File: config.mk
export PLATFORM = sky130hd
export DESIGN_NAME = toast_scoreboard
export DESIGN_NICKNAME = d
export VERILOG_FILES = /design/src/rtl/toast_scoreboard.sv
export SDC_FILE = /design/constraint.sdc
export NUM_CORES = 1
export LEC_CHECK = 0
export BUFFER_PORTS_ARGS = -buffer_cell sky130_fd_sc_hd__buf_2
export CORE_MARGIN = 8
export CORE_UTILIZATION = 60
export DETAILED_ROUTE_END_ITERATION = 12
export PLACE_DENSITY = 0.81
export SLEW_MARGIN = 10
export SYNTH_ARGS = -nofsm -noshare
export SYNTH_HDL_FRONTEND = slang
export SYNTH_SLANG_ARGS = --single-unit
File: constraint.sdc
create_clock -name Clk -period 9.6 [get_ports Clk]
set_input_delay 0.48 -clock Clk [delete_from_list [all_inputs] [get_ports Clk]]
set_output_delay 0.48 -clock Clk [all_outputs]
set_load 0.02 [all_outputs]
File: src/rtl/toast_scoreboard.sv
// -----------------------------------------------------------------------------
// toast_scoreboard
//   Register scoreboard for an in-order pipeline. It tracks long-latency
//   writes (loads, multicycle ops) that are still in flight. It also stalls
//   the ID stage on these hazards:
//     - a RAW hazard on rs1/rs2
//     - a WAW hazard on rd
//     - running out of in-flight capacity
//   A write-back that retires in the same cycle is bypassed, so it does not
//   cause a stall.
//
// Ports
//   Clk, Reset          clock, asynchronous active-high reset
//   ID_issue_i          ID instruction wants to advance to EX
//   ID_long_lat_i       ID instruction is long-latency (not forwardable)
//   ID_rd_wr_en_i       ID instruction writes rd
//   ID_rd_addr_i        ID destination register
//   ID_rs1_addr_i       ID source register 1
//   ID_rs2_addr_i       ID source register 2
//   WB_done_i           a long-latency result retires this cycle
//   WB_rd_addr_i        register retired by WB_done_i
//   flush_i             discard all pending marks
//   stall_o             hold IF/ID, bubble into EX (combinational)
//   stall_rs1_o         rs1 hazard term (combinational)
//   stall_rs2_o         rs2 hazard term (combinational)
//   busy_vec_o          per-register pending bits (registered, bit 0 always 0)
//   outstanding_o       number of in-flight long-latency writes (registered)
//   full_o              outstanding_o == MAX_OUTSTANDING (registered)
//   error_o             sticky: a write-back hit a register that was not busy
// -----------------------------------------------------------------------------
module toast_scoreboard #(
    parameter int REGFILE_ADDR_WIDTH = 5,
    parameter int MAX_OUTSTANDING    = 4
) (
    input  logic                                Clk,
    input  logic                                Reset,
    input  logic                                ID_issue_i,
    input  logic                                ID_long_lat_i,
    input  logic                                ID_rd_wr_en_i,
    input  logic [REGFILE_ADDR_WIDTH-1:0]       ID_rd_addr_i,
    input  logic [REGFILE_ADDR_WIDTH-1:0]       ID_rs1_addr_i,
    input  logic [REGFILE_ADDR_WIDTH-1:0]       ID_rs2_addr_i,
    input  logic                                WB_done_i,
    input  logic [REGFILE_ADDR_WIDTH-1:0]       WB_rd_addr_i,
    input  logic                                flush_i,
    output logic                                stall_o,
    output logic                                stall_rs1_o,
    output logic                                stall_rs2_o,
    output logic [2**REGFILE_ADDR_WIDTH-1:0]    busy_vec_o,
    output logic [3:0]                          outstanding_o,
    output logic                                full_o,
    output logic                                error_o
);

    localparam int NREG = 2**REGFILE_ADDR_WIDTH;
    localparam logic [3:0] MAX_CNT = 4'(MAX_OUTSTANDING);

    logic [NREG-1:0] busy_q, busy_d;
    logic [NREG-1:0] clr_mask, set_mask, eff_busy;
    logic [3:0]      cnt_q, cnt_d;
    logic            full_q, full_d;
    logic            err_q, err_d;

    logic            wb_busy, clr, set;
    logic            rs1_haz, rs2_haz, waw_haz, cap_haz;
    logic            long_wr, spurious_wb;

    // Hazard and clear/set decode.
    always_comb begin
        wb_busy     = busy_q[WB_rd_addr_i];
        clr         = WB_done_i & (WB_rd_addr_i != '0) & wb_busy & ~flush_i;
        spurious_wb = WB_done_i & ~flush_i & (WB_rd_addr_i != '0) & ~wb_busy;

        clr_mask = '0;
        if (clr) begin
            clr_mask[WB_rd_addr_i] = 1'b1;
        end
        // A register that retires this cycle is already free for hazard checks.
        eff_busy = busy_q & ~clr_mask;

        long_wr = ID_long_lat_i & ID_rd_wr_en_i;
        rs1_haz = eff_busy[ID_rs1_addr_i] & (ID_rs1_addr_i != '0);
        rs2_haz = eff_busy[ID_rs2_addr_i] & (ID_rs2_addr_i != '0);
        waw_haz = long_wr & eff_busy[ID_rd_addr_i] & (ID_rd_addr_i != '0);
        // A retire in the same cycle frees a slot, so a full scoreboard can still accept.
        cap_haz = long_wr & full_q & ~clr;

        stall_rs1_o = rs1_haz;
        stall_rs2_o = rs2_haz;
        stall_o     = ID_issue_i & ~flush_i & (rs1_haz | rs2_haz | waw_haz | cap_haz);

        set = ID_issue_i & ~stall_o & long_wr & (ID_rd_addr_i != '0) & ~flush_i;

        set_mask = '0;
        if (set) begin
            set_mask[ID_rd_addr_i] = 1'b1;
        end
    end

    // Next-state computation.
    always_comb begin
        busy_d = busy_q;
        cnt_d  = cnt_q;
        err_d  = err_q | spurious_wb;

        if (flush_i) begin
            busy_d = '0;
            cnt_d  = '0;
        end else begin
            // Apply the set after the clear, so a set/clear on the same register leaves it busy.
            busy_d = (busy_q & ~clr_mask) | set_mask;
            unique case ({set, clr})
                2'b10:   if (cnt_q < MAX_CNT) cnt_d = cnt_q + 4'd1;
                2'b01:   if (cnt_q != '0)     cnt_d = cnt_q - 4'd1;
                default: cnt_d = cnt_q;
            endcase
        end
        busy_d[0] = 1'b0;
        full_d    = (cnt_d == MAX_CNT);
    end

    always_ff @(posedge Clk or posedge Reset) begin
        if (Reset) begin
            busy_q <= '0;
            cnt_q  <= '0;
            full_q <= 1'b0;
            err_q  <= 1'b0;
        end else begin
            busy_q <= busy_d;
            cnt_q  <= cnt_d;
            full_q <= full_d;
            err_q  <= err_d;
        end
    end

    assign busy_vec_o    = busy_q;
    assign outstanding_o = cnt_q;
    assign full_o        = full_q;
    assign error_o       = err_q;

endmodule

==> summary.md <==
| Metric | Value |
|---|---|
| Die ar. | `roughly 10000 sq um` |
| Multiplexer share of the synthesized area | `approximately 6.9%` |
| Max-Cap Viols | `0` |
| Peak supply drop | `about 0.000053 V` |
| Residual DRC | `0` |
| Initial Utilization | `a little over 60%` |
| Largest family of logic cells by synthesized area | `compound AO/OA/AOI/OAI gates` |
| Final Wtd Congestion | `about 1.1` |
| HPWL after detailed placement | `13900 um` |
| Die W | `101 um` |
| Final TNS setup | `0 ns` |
| HP Class | `input pin to asynchronous set/reset pin` |
| Pin count of the biggest net entering global routing | `38` |
| CP Launch Type | `input pin` |
| Mean post-synth cell area | `7.77 sq um` |
| Max Clock Skew | `around 0.0039 ns` |
| XOR/XNOR Fraction of Synth Area | `less than 1%` |
| Async set or reset register ratio after synthesis | `100%` |
| Antenna cells | `0` |
| Post-synth EDFFs | `0` |
| Mapped Cells | `~560` |
| Synthesis-to-layout area growth | `6.94%` |
| Flop2flop setup slack | `~3.9 ns` |
| CTS buffer count | `5` |
| Post-CTS sizing | `0` |
| Critical path class | `input pin to register` |
| DP Area | `about 4500 sq um` |
| Sequential cell area | `between 900 and 1000 sq um` |
| CP cell instances | `buf_2 -> mux4_2 -> nor3b_1 -> o21ai_2 -> nand3_2 -> nand2_1 -> a311oi_1 -> nand4_1 -> o32ai_2 -> nand2_2 -> nor3_1 -> ha_1 -> nor4bb_1 -> o21ai_0 -> a21oi_1 -> nand4_1 -> nor3_1` |
| First-pass detailed-route iteration total | `6` |
| Final Max Slew Viols | `0` |
| Final WL | `around 19000 um` |
| # setup viols final | `0` |
| Via count | `around 5400` |
| Remaining Overflow, GRT | `0` |
| Fin crit share | `about 61%` |
| I/O pin cnt | `68` |
| Synth Area in Compound Gates | `~33%` |
| R2R Path Start | `busy_vec_o[28]` |
| Worst-Skew Late Latency | `0.29 ns` |
| Syn Nets | `590` |
| Simple-gate share of the synthesized area | `between 20% and 30%` |
| WP data arrival | `approximately 6.0 ns` |
| 1st-iter DRT viols | `~900` |
| Min Tclk post-route | `just under 6 ns` |
| Buffers on Ports | `66` |
| CTS tree | `built` |
| Clock sink count | `37` |
| Post-DRT Antenna Nets | `0` |
| CP max FO | `31` |
| Reg2reg end | `full_o` |
| Fin nets | `616` |
| Critical Path End | `full_o` |
| Pwr Density | `approximately 83 nW/um^2` |
| Relative slew slack | `about a quarter` |
| Adder-cell share of the synthesized area | `1.15%` |
| Highest-delay cell along the critical path | `o32ai_2` |
| Multi-input logic area | `slightly above 3000 sq um` |
| CTS Root Cell | `clkbuf_8` |
| Mapped cell area | `4340 sq um` |
| Layout cell share with drive strength beyond 1 | `between 10% and 20%` |
| CP required | `slightly below 10 ns` |
| Achievable Freq | `between 150 and 200 MHz` |
| Global-route wire length before repair | `29300 um` |
| Setup Fix Bufs, Post-CTS | `0` |
| H-tree level count | `2` |
| Syn. warnings | `0` |
| GRT Total Usage | `~37%` |
| Top_reg_cell synth | `dfrtp_1` |
| #FFs+latches synth | `37` |
| DR WL/cell | `between 20 and 30 um` |
| Routed via count divided by cell count | `a little under 8` |
| Critical path origin | `WB_rd_addr_i[1]` |
| FP Rows | `31` |
| Worst-case clock buffer depth | `2` |
| Slowest stage delay, CP | `roughly 0.88 ns` |
| Vias in the first global route | `5061` |
| Worst-Margin Slew | `around 1.1 ns` |
| Hold buffers post-CTS | `0` |
| Fin. Hold Viols | `0` |
| Worst-path clk slew | `0.08 ns` |
| R2R cell count | `16` |
| RSZ-0062 raised after global routing | `no` |
| Share of the yosys chip area belonging to registers | `between 20% and 30%` |
| Leakage Power | `about 1.8 nW` |
| Crit end category | `register` |
| Status | `finished clean` |
| Initial antenna violation count | `0` |
| Fin Hold WS | `~0.28 ns` |
| Finished Cell Area | `~4600 sq um` |
| Post-synth cell types | `between 80 and 90` |
| Area of the core | `roughly 7000 sq um` |
| Fillers | `~630` |
| Die H | `~100 um` |
## through the flow
step	power (mW)	util [%]	setup slack, ns	cells
final	0.387	65.1	3.78	685
after global placement	0.257	63.6	3.87	677
after CTS	0.380	65.0	4.01	685
after detailed placement	0.258	63.6	3.67	677
after global routing	0.397	65.1	3.50	685
after floorplan	0.235	-	5.29	559
## critical path: cells and delay by family
kind | cells | cell delay [ns]
simple gates | 9 | 2.67
fa+ha+maj | 1 | 0.38
mux | 1 | 0.33
buf+inv | 1 | 0.43
compound gates | 5 | 1.71
## state kept, by name, indices dropped and copies added, names as in the netlist
signal / flops
full_o: 1
busy_vec_o: 31
error_o: 1
outstanding_o: 4
## power breakdown
group	internal (mW)	switching, mW	leakage [nW]	total [mW]
combinational	0.0253	0.0789	1.23	0.104
clock	0.0651	0.0614	0.0542	0.126
sequential	0.156	0.000713	0.512	0.157
## final cells by class
cell class	instances	share of cell area [%]
clock buffers	7	2.07
clock inverters	1	0.108
inverters	20	1.62
multi-input cells	451	65.8
flip-flops and latches	37	19.9
well taps	99	2.67
repair buffers	70	7.76
## cell usage after synthesis, types with 5 or more instances
| cell type | count | area share [%] |
|---|---|---|
| o22ai_1 | 6 | 0.86 |
| dfrtp_1 | 37 | 21 |
| a21oi_1 | 13 | 1.5 |
| nand2_1 | 44 | 3.8 |
| nand3_1 | 31 | 3.6 |
| and3_1 | 10 | 1.4 |
| clkbuf_1 | 27 | 2.3 |
| nand2b_1 | 7 | 1.0 |
| a211oi_1 | 6 | 1.0 |
| buf_2 | 9 | 1.0 |
| o21ai_0 | 24 | 2.8 |
| buf_4 | 5 | 0.86 |
| nor3_1 | 39 | 4.5 |
| o211ai_1 | 11 | 1.9 |
| inv_1 | 20 | 1.7 |
| nor3b_1 | 6 | 1.0 |
| buf_6 | 6 | 1.6 |
| o21ai_1 | 27 | 3.1 |
| a31oi_1 | 19 | 2.7 |
| or3_1 | 10 | 1.4 |
| nand4_1 | 7 | 1.0 |
| nand3b_1 | 8 | 1.4 |
| nor2_1 | 27 | 2.3 |
| nor2b_1 | 12 | 1.7 |
| a311oi_1 | 7 | 1.4 |
| mux2i_1 | 8 | 1.8 |
| o2111ai_1 | 24 | 4.8 |
## routing by layer
layer / share of wire (%) / track usage [%]
met5: 0 / 0
met4: 6.9 / 22.1
met3: 16 / 12.4
met2: 41 / 52.5
met1: 37 / 47.9
## kinds of logic after synthesis
kind of cell,count (synthesis)
AO/OA/AOI/OAI,194
XOR/XNOR,2
adder cells (fa/ha/maj),4
buffers and inverters,71
flip-flops,37
multiplexers,18
other,1
AND/OR/NAND/NOR,232
## layout by cell type (no fill, tap or decap), types with 8 or more instances in the layout
cell type,instances
nand3b_1,8
a21oi_1,13
inv_1,20
nor2b_1,12
nor3_1,39
dfrtp_1,37
nand3_1,31
buf_2,66
o211ai_1,11
mux2i_1,8
nand2_1,44
o21ai_0,23
o2111ai_1,24
o21ai_1,28
nor2_1,27
and3_1,10
a31oi_1,19
or3_1,10
## worst min path at each step
| stage | start | slack, ns | end | depth (start not counted) |
|---|---|---|---|---|
| 2_1_floorplan | error_o | 0.57 | error_o | 1 |
| 3_3_place_gp | error_o | 0.50 | error_o | 1 |
| 3_5_place_dp | error_o | 0.49 | error_o | 1 |
| 4_1_cts | Reset | 0.29 | busy_vec_o[23] | 3 |
| 5_1_grt | Reset | 0.33 | busy_vec_o[4] | 3 |
| 6_report | Reset | 0.28 | busy_vec_o[23] | 3 |
No activity file was read; power rests on OpenSTA's default activity.
